==> src/rtl/regfile_pkg.sv <==
// ============================================================
// regfile_pkg : default sizing and write-port arbitration
// Rev 1.0
// ============================================================
`default_nettype none

package regfile_pkg;

  localparam int c_DATA_W   = 16;
  localparam int c_ADDR_W   = 3;
  localparam int c_NRD      = 2;
  localparam int c_NWR      = 1;
  localparam int c_MAX_NWR  = 2;

  // Index of the write port that owns a register when several hit it;
  // the highest-index hitting port wins.
  function automatic int unsigned wr_winner(input logic [c_MAX_NWR-1:0] hit);
    int unsigned idx;
    idx = 0;
    for (int w = 0; w < c_MAX_NWR; w++) begin
      if (hit[w]) idx = w;
    end
    return idx;
  endfunction

endpackage

`default_nettype wire

==> src/rtl/regfile_rd_port.sv <==
// ============================================================
// regfile_rd_port : one registered read port (data + busy sample)
// Rev 1.0
// ============================================================
`default_nettype none

module regfile_rd_port #(
  parameter int DATA_W = 16,
  parameter int ADDR_W = 3,
  parameter int NREG   = 8
) (
  input  logic                   clk,
  input  logic                   rst_n,
  input  logic                   i_rd_en,
  input  logic [ADDR_W-1:0]      i_rd_addr,
  input  logic [NREG*DATA_W-1:0] i_src_data,
  input  logic [NREG-1:0]        i_src_busy,
  output logic [DATA_W-1:0]      o_rd_data,
  output logic                   o_rd_valid,
  output logic                   o_rd_busy
);

  logic [DATA_W-1:0] r_data;
  logic              r_valid;
  logic              r_busy;

  always_ff @(posedge clk or negedge rst_n) begin
    if (!rst_n) begin
      r_data  <= '0;
      r_valid <= 1'b0;
      r_busy  <= 1'b0;
    end else begin
      r_valid <= i_rd_en;
      if (i_rd_en) begin
        r_data <= i_src_data[i_rd_addr*DATA_W +: DATA_W];
        r_busy <= i_src_busy[i_rd_addr];
      end
    end
  end

  assign o_rd_data  = r_data;
  assign o_rd_valid = r_valid;
  assign o_rd_busy  = r_busy;

endmodule

`default_nettype wire

==> src/rtl/regfile_mp.sv <==
// ============================================================
// regfile_mp : multi-port register file with busy scoreboard
// Rev 1.0
// ============================================================
`default_nettype none

module regfile_mp
  import regfile_pkg::*;
#(
  parameter int DATA_W   = c_DATA_W,
  parameter int ADDR_W   = c_ADDR_W,
  parameter int NRD      = c_NRD,
  parameter int NWR      = c_NWR,
  parameter int ZERO_REG = 1,
  parameter int BYPASS   = 1
) (
  input  logic                  clk,
  input  logic                  rst_n,
  input  logic [NRD-1:0]        rd_en,
  input  logic [NRD*ADDR_W-1:0] rd_addr,
  output logic [NRD*DATA_W-1:0] rd_data,
  output logic [NRD-1:0]        rd_valid,
  output logic [NRD-1:0]        rd_busy,
  input  logic [NWR-1:0]        wr_en,
  input  logic [NWR*ADDR_W-1:0] wr_addr,
  input  logic [NWR*DATA_W-1:0] wr_data,
  input  logic                  rsv_en,
  input  logic [ADDR_W-1:0]     rsv_addr,
  output logic [(2**ADDR_W)-1:0] busy
);

  localparam int NREG = 2**ADDR_W;

  logic [NREG*DATA_W-1:0] w_cur_data;
  logic [NREG*DATA_W-1:0] w_next_data;
  logic [NREG-1:0]        w_cur_busy;
  logic [NREG-1:0]        w_next_busy;
  logic [NREG*DATA_W-1:0] w_src_data;
  logic [NREG-1:0]        w_src_busy;

  for (genvar i = 0; i < NREG; i++) begin : g_reg
    localparam bit c_HARD_ZERO = (ZERO_REG != 0) && (i == 0);

    logic [DATA_W-1:0]    r_q;
    logic                 r_bsy;
    logic [c_MAX_NWR-1:0] w_hit;
    logic                 w_rsv;
    logic [DATA_W-1:0]    w_wdata;
    logic [DATA_W-1:0]    w_nxt_q;
    logic                 w_nxt_bsy;

    always_comb begin
      w_hit = '0;
      for (int w = 0; w < NWR; w++) begin
        w_hit[w] = wr_en[w] && (wr_addr[w*ADDR_W +: ADDR_W] == ADDR_W'(i));
      end
      if (c_HARD_ZERO) w_hit = '0;
      w_rsv   = rsv_en && (rsv_addr == ADDR_W'(i)) && !c_HARD_ZERO;
      w_wdata = wr_data[wr_winner(w_hit)*DATA_W +: DATA_W];
      w_nxt_q = (|w_hit) ? w_wdata : r_q;
      // A same-edge reservation belongs to a newer producer, so it beats the write's clear.
      if (w_rsv)       w_nxt_bsy = 1'b1;
      else if (|w_hit) w_nxt_bsy = 1'b0;
      else             w_nxt_bsy = r_bsy;
    end

    always_ff @(posedge clk or negedge rst_n) begin
      if (!rst_n) begin
        r_q   <= '0;
        r_bsy <= 1'b0;
      end else begin
        r_q   <= w_nxt_q;
        r_bsy <= w_nxt_bsy;
      end
    end

    assign w_cur_data[i*DATA_W +: DATA_W]  = r_q;
    assign w_next_data[i*DATA_W +: DATA_W] = w_nxt_q;
    assign w_cur_busy[i]                   = r_bsy;
    assign w_next_busy[i]                  = w_nxt_bsy;
  end

  assign w_src_data = (BYPASS != 0) ? w_next_data : w_cur_data;
  assign w_src_busy = (BYPASS != 0) ? w_next_busy : w_cur_busy;
  assign busy       = w_cur_busy;

  for (genvar p = 0; p < NRD; p++) begin : g_rd
    regfile_rd_port #(
      .DATA_W (DATA_W),
      .ADDR_W (ADDR_W),
      .NREG   (NREG)
    ) u_rd_port (
      .clk        (clk),
      .rst_n      (rst_n),
      .i_rd_en    (rd_en[p]),
      .i_rd_addr  (rd_addr[p*ADDR_W +: ADDR_W]),
      .i_src_data (w_src_data),
      .i_src_busy (w_src_busy),
      .o_rd_data  (rd_data[p*DATA_W +: DATA_W]),
      .o_rd_valid (rd_valid[p]),
      .o_rd_busy  (rd_busy[p])
    );
  end

endmodule

`default_nettype wire

==> config.mk <==
export PLATFORM = sky130hd
export DESIGN_NAME = regfile_mp
export DESIGN_NICKNAME = d
export VERILOG_FILES = /design/src/rtl/regfile_pkg.sv /design/src/rtl/regfile_rd_port.sv /design/src/rtl/regfile_mp.sv
export SDC_FILE = /design/constraint.sdc
export NUM_CORES = 1
export LEC_CHECK = 0
export CAP_MARGIN = 10
export CELL_PAD_IN_SITES_DETAIL_PLACEMENT = 1
export CELL_PAD_IN_SITES_GLOBAL_PLACEMENT = 1
export CORE_UTILIZATION = 46
export CTS_BUF_LIST = sky130_fd_sc_hd__clkbuf_16
export CTS_CLUSTER_SIZE = 24
export DETAILED_ROUTE_END_ITERATION = 10
export MAX_ROUTING_LAYER = met4
export PLACE_DENSITY_LB_ADDON = 0.1
export RECOVER_POWER = 25
export SETUP_SLACK_MARGIN = 0.3
export SLEW_MARGIN = 20
export SYNTH_ARGS = -nofsm -noshare
export SYNTH_HDL_FRONTEND = slang
export SYNTH_SLANG_ARGS = --single-unit
==> constraint.sdc <==
create_clock -name clk -period 1.8 [get_ports clk]
set_input_delay 0.27 -clock clk [delete_from_list [all_inputs] [get_ports clk]]
set_output_delay 0.27 -clock clk [all_outputs]
set_load 0.005 [all_outputs]
* After elaboration in Yosys (flattened, before gate mapping)
Cells that the tools add are included.
Storage, ports and cells: bits in registers 155, latch bits 0, bits in writable memories 0, memory bits (read-only) 0, bits of input ports 34, output and inout bits 44, word-level logic and storage cells 77, memories kept 0
Cells by class: $add $sub $neg 0, multiply operators 0, div/mod/pow operators 0, order comparisons 2, equality and inequality tests 14, shift operators 2, muxes and demuxes 25, bitwise logic cells 0, reductions and logical operators 14
Operators with widths (number):
- 128-bit by 8-bit indexed part select with 16-bit output | 2
- 16-bit two-way mux | 7
- 3-bit equality test, second input constant | 8
- 1-bit two-way mux | 16
- 1-bit logical AND | 14
- 3-bit by 2-bit equality test with 1-bit output, second input constant | 4
- 3-bit by 4-bit < comparator with 1-bit output, second input constant | 2
- 1-bit binary-select mux with 3-bit select | 2
- 3-bit by 1-bit equality test with 1-bit output, second input constant | 2

* Longest topological paths before layout
depth after elaboration 6, depth in mapped cells 9, gate-level depth less buffers 5

* Cells and area by module
From an unflattened synthesis, not the netlist that was laid out.
Unflattened totals: cells, all modules 668, area, all modules 8777.2 um2
By module, submodules not included:
- regfile_mp | instances 1, cells an instance 276, area each 4790.8 um2, seq. area each 2977.9 um2
- regfile_rd_port | instances 2, cells an instance 196, area each 1993.2 um2, seq. area each 450.4 um2

* Worst setup path after synthesis
No wires, ideal clock.
path kind input port to flip-flop, from in wr_addr[1], to reg g_rd[0].u_rd_port.r_data[13], library setup time 0.129 ns, data arrival time 1.624 ns, required time 1.671 ns, path slack 0.047 ns, cell stages on the path 7, buffers on the path 3, cells stage by stage buf_6 nor4bb_1 buf_4 buf_8 mux2_1 o221ai_1 a31oi_1
On the way: cells in the longest elaborated chain, start to end 4, elaborated cells on any way between the ends 22
Ends and longest elaborated chain:
- start, declared | RTL line regfile_mp.sv:25 | input logic [NWR*ADDR_W-1:0] wr_addr,
- 3-bit equality test | RTL line regfile_mp.sv:55 | w_hit[w] = wr_en[w] && (wr_addr[w*ADDR_W +: ADDR_W] == ADDR_W'(i));
- 1-bit logical AND | RTL line regfile_mp.sv:55
- 16-bit two-way mux | RTL line regfile_mp.sv:60 | w_nxt_q = (|w_hit) ? w_wdata : r_q;
- named net g_rd[0].u_rd_port.i_src_data[77] | RTL line regfile_rd_port.sv:16 | input logic [NREG*DATA_W-1:0] i_src_data,
- 128-bit by 8-bit indexed part select with 16-bit output | RTL line regfile_rd_port.sv:35 | r_data <= i_src_data[i_rd_addr*DATA_W +: DATA_W];
- end signal, assigned | RTL line regfile_rd_port.sv:35
- end, declared | RTL line regfile_rd_port.sv:23 | logic [DATA_W-1:0] r_data;
The timed path passes the listed nets, and every way through them passes these cells. A chain may end at the register's enable or synchronous reset.

* Final worst setup path
from in wr_addr[2], to reg g_rd[1].u_rd_port.r_data[1]
On the way: cells in the longest elaborated chain, start to end 4, elaborated cells on any way between the ends 22
Ends and longest elaborated chain (RTL line):
- 3-bit equality test | regfile_mp.sv:55
- 1-bit logical AND | regfile_mp.sv:55
- 16-bit two-way mux | regfile_mp.sv:60
- named net g_rd[0].u_rd_port.i_src_data[97] | regfile_rd_port.sv:16
- 128-bit by 8-bit indexed part select with 16-bit output | regfile_rd_port.sv:35
- end signal, assigned | regfile_rd_port.sv:35
- end, declared | regfile_rd_port.sv:23
The timed path passes the listed nets, and every way through them passes these cells.

==> flow_summary.toml <==
[run_status]
outcome = "finished, violations left"
violations = "setup timing"

[power_and_ir_drop]
irDropWorstVdd_mv = 0.748
pwr-share-comb_pct = 30.3
seq_power_share_pct = 37.3
power.share.clock_pct = 32.4
switching_share_pct = 32.9
p_int_mw = 8.46
power_density_nw_per_um2 = 1040
switchingPower_mw = 4.14
p_leak_nw = 5.57

[clock_network]
clk_path_buf_depth = 2
cts-root-buf = "clkbuf_16"
cts_tree = "built"
cts.htree.levels = 4
clock_latency_ps = 450
cts_made_buffers = 17
clk_pin_slew_ps = 70
clock-sinks = 155

[placement]
place_ws_ps = -731
place_hpwl_um = 21400
place_area_um2 = 10500
port_buffers = 76
gp_congestion = 0.931

[sta]
setup_viol = 2
setup_tns_ps = -4.34
fin_crit_sh_pct = 100
maxSlewViolCount = 0
relSlewSlack_pct = 47.4
skew_ps = 18.8
fin_ws_ps = -2.70
finalCriticalPeriod_ps = 1800
final_hold_viol_count = 0
tightest_slew_ps = 789
rsz0062_at_grt = "true"
clock.fmax_mhz = 555
holdWs_ps = 281

[drt]
vias_per_cell = 6.89
vias = 8515
drc = 0
finalWirelength_um = 40700
first_pass_iters = 6
ant_nets = 0
drt_iter0_drc = 760
avgRoutedWirePerCell_um = 32.9

[yosys]
synth-simple-area-share_pct = 9.07
ys_async_sr_fraction_pct = 100
ys_ff_latch = 155
synth_top_family_by_area = "compound AO/OA/AOI/OAI gates"
ys_types = 58
syn_inst = 783
synth_compound_area_share_pct = 19.4
ys_seq_area_share_pct = 46.4
synth_area_um2 = 8360
dominantRegCellSynth = "dfrtp_1"
synth_nets = 817
synth_edf_count = 0
yosys_warnings = 0
avgSynthCellArea_um2 = 10.7
synth-xor-area-share_pct = 0.419
muxShareOfSynthArea_pct = 15.8
synthAdderAreaFrac_pct = 0

[worst_setup_path]
r2r_start = "g_reg[1].r_q[1]$_DFF_PN0_"
timing.critical_path.buf_inv = 4
slowest_delay_ps = 350
r2r_end = "g_rd[1].u_rd_port.o_rd_data[1]$_DFFE_PN0P_"
reg2reg_depth = 4
crit_path_end_kind = "flop"
crit_family = "buffers and inverters"
path_class = "in2reg"
slowest_stage = "nand4b_1"
cp_data_required_time_ps = 2110
cp.arrival_ps = 2110
crit_fanout = 7
path_cells = "buf_12 > buf_4 > nand4b_1 > buf_12 > mux2_2 > buf_4 > nor2_1 > a221o_1 > a22oi_1"
r2r_slack_ps = 200
startpoint_type = "primary input"

[hold_path]
hold_depth = 1
hold_end = "g_rd[0].u_rd_port.o_rd_valid$_DFF_PN0_"
hold_class = "in2reg"
hold_start = "rd_en[0]"

[final_layout]
utilization_pct = 69.3
num-fill-cells = 1739
area_growth_pct = 45.4
drive_above_1_share_pct = 40.9
final_common_cell = "dfrtp_1"
n_antenna_cell = 0
fin_nets = 1031
final_area_um2 = 12200
final_cell_mix = "dfrtp_1 (155), buf_4 (148), inv_1 (72)"

[global_routing]
grt_pass1_wl_um = 54300
grt_pass1_vias = 8916
grt_antenna_before_repair = 0
grt_start_max_net_pins = 49
overflow = 0
track_usage_pct = 41.6

[floorplan]
start_util_pct = 47.7
rows = 48
ios = 78
dieArea_um2 = 18700
dieWidth_um = 137
core_area_um2 = 17500
die_h_um = 137

[flow_run]
cap_violations = 0
==> power groups by stage <==
| stage | logic, mW | registers [mW] | clock network, mW |
|---|---|---|---|
| after global routing | 3.99 | 4.74 | 4.21 |
| final | 3.82 | 4.69 | 4.09 |
| after global placement | 2.92 | 4.60 | 0 |
| after floorplan | 1.71 | 4.54 | 0 |
| after detailed placement | 3.07 | 4.66 | 0 |
| after CTS | 3.28 | 4.59 | 3.99 |
==> logic make-up after synthesis <==
kind of cell	Yosys count
AOI/OAI and AO/OA	205
xor gates and xnor gates	4
buffers and inverters	155
DFF	155
muxes	119
other	1
and+or+nand+nor	144
==> per-layer routing <==
metal  share of wire [%]  global-route usage, %
met5                   0                      -
met4                 8.4                   28.1
met1                  35                   44.9
met2                  47                   68.6
met3                 9.2                   9.37
==> sequential cells by signal, summed over array words and instances, names as in the netlist <==
register and count:
g_rd.u_rd_port.o_rd_data 32, g.r_q 112, g_rd.u_rd_port.o_rd_valid 2, g.r_bsy 7
g_rd.u_rd_port.o_rd_busy 2
==> cell usage after synthesis, drive strengths merged (4+ instances only) <==
cell     instances  share of area [%]
mux2            63                8.9
clkbuf          36                1.6
nor2            39                1.8
a22oi           20                1.8
nand2b           8               0.60
xor2             4               0.42
o32a            15                1.8
a221o            7               0.84
a32oi            6               0.63
o2bb2a           6               0.72
inv             74                3.3
buf             45                4.0
o31a             9               0.94
nand2           46                2.1
nor3            11               0.66
a21oi            9               0.54
o221ai           9               0.94
mux2i           55                6.6
dfrtp          155                 46
or3              9               0.67
a2bb2oi          4               0.49
nand3b           7               0.63
a221oi          31                3.2
a31oi           13               0.97
a21boi          11               0.99
o32ai           21                2.2
o21ai           30                1.8
nor2b            8               0.60
==> metrics by stage <==
stage	power (mW)	instances
after floorplan	6.25	783
after global placement	7.52	1160
after detailed placement	7.73	1160
after CTS	11.9	1220
after global routing	12.9	1235
final	12.6	1235
==> layout make-up <==
cell class                 count  area, um^2  share of cell area [%]
clock inverter                15         205                    1.69
clock buffer                  17         425                    3.50
timing repair buffer         276        2660                    21.9
multi-input combinational    473        4420                    36.3
sequential                   155        3880                    31.9
inverter                      74         282                    2.32
tap                          225         282                    2.32
==> worst max path at each step <==
stage | slack, ps | endpoint | depth (start not counted) | startpoint
after floorplan | 130 | g_rd[0].u_rd_port.o_rd_data[13]$_DFFE_PN0P_ | 7 | wr_addr[0]
after global placement | -610 | g_rd[1].u_rd_port.o_rd_data[5]$_DFFE_PN0P_ | 8 | wr_addr[2]
after detailed placement | -730 | g_rd[0].u_rd_port.o_rd_data[15]$_DFFE_PN0P_ | 8 | wr_addr[2]
after CTS | 210 | g_rd[1].u_rd_port.o_rd_data[12]$_DFFE_PN0P_ | 9 | wr_addr[0]
after global routing | -30 | g_rd[0].u_rd_port.o_rd_busy$_DFFE_PN0P_ | 9 | wr_addr[2]
final | -3 | g_rd[1].u_rd_port.o_rd_data[1]$_DFFE_PN0P_ | 9 | wr_addr[2]
==> timing repair <==
action | CTS | global route
endpoints found under the setup margin | 161 | 34
pin swaps | 28 | 29
buffers inserted | 23 | 15
hold buffers | 1 | 0
gates cloned | 4 | 0
hold endpoints to repair | 23 | 0
resized for setup | 138 | 104
Power figures use the tool's default switching activity.
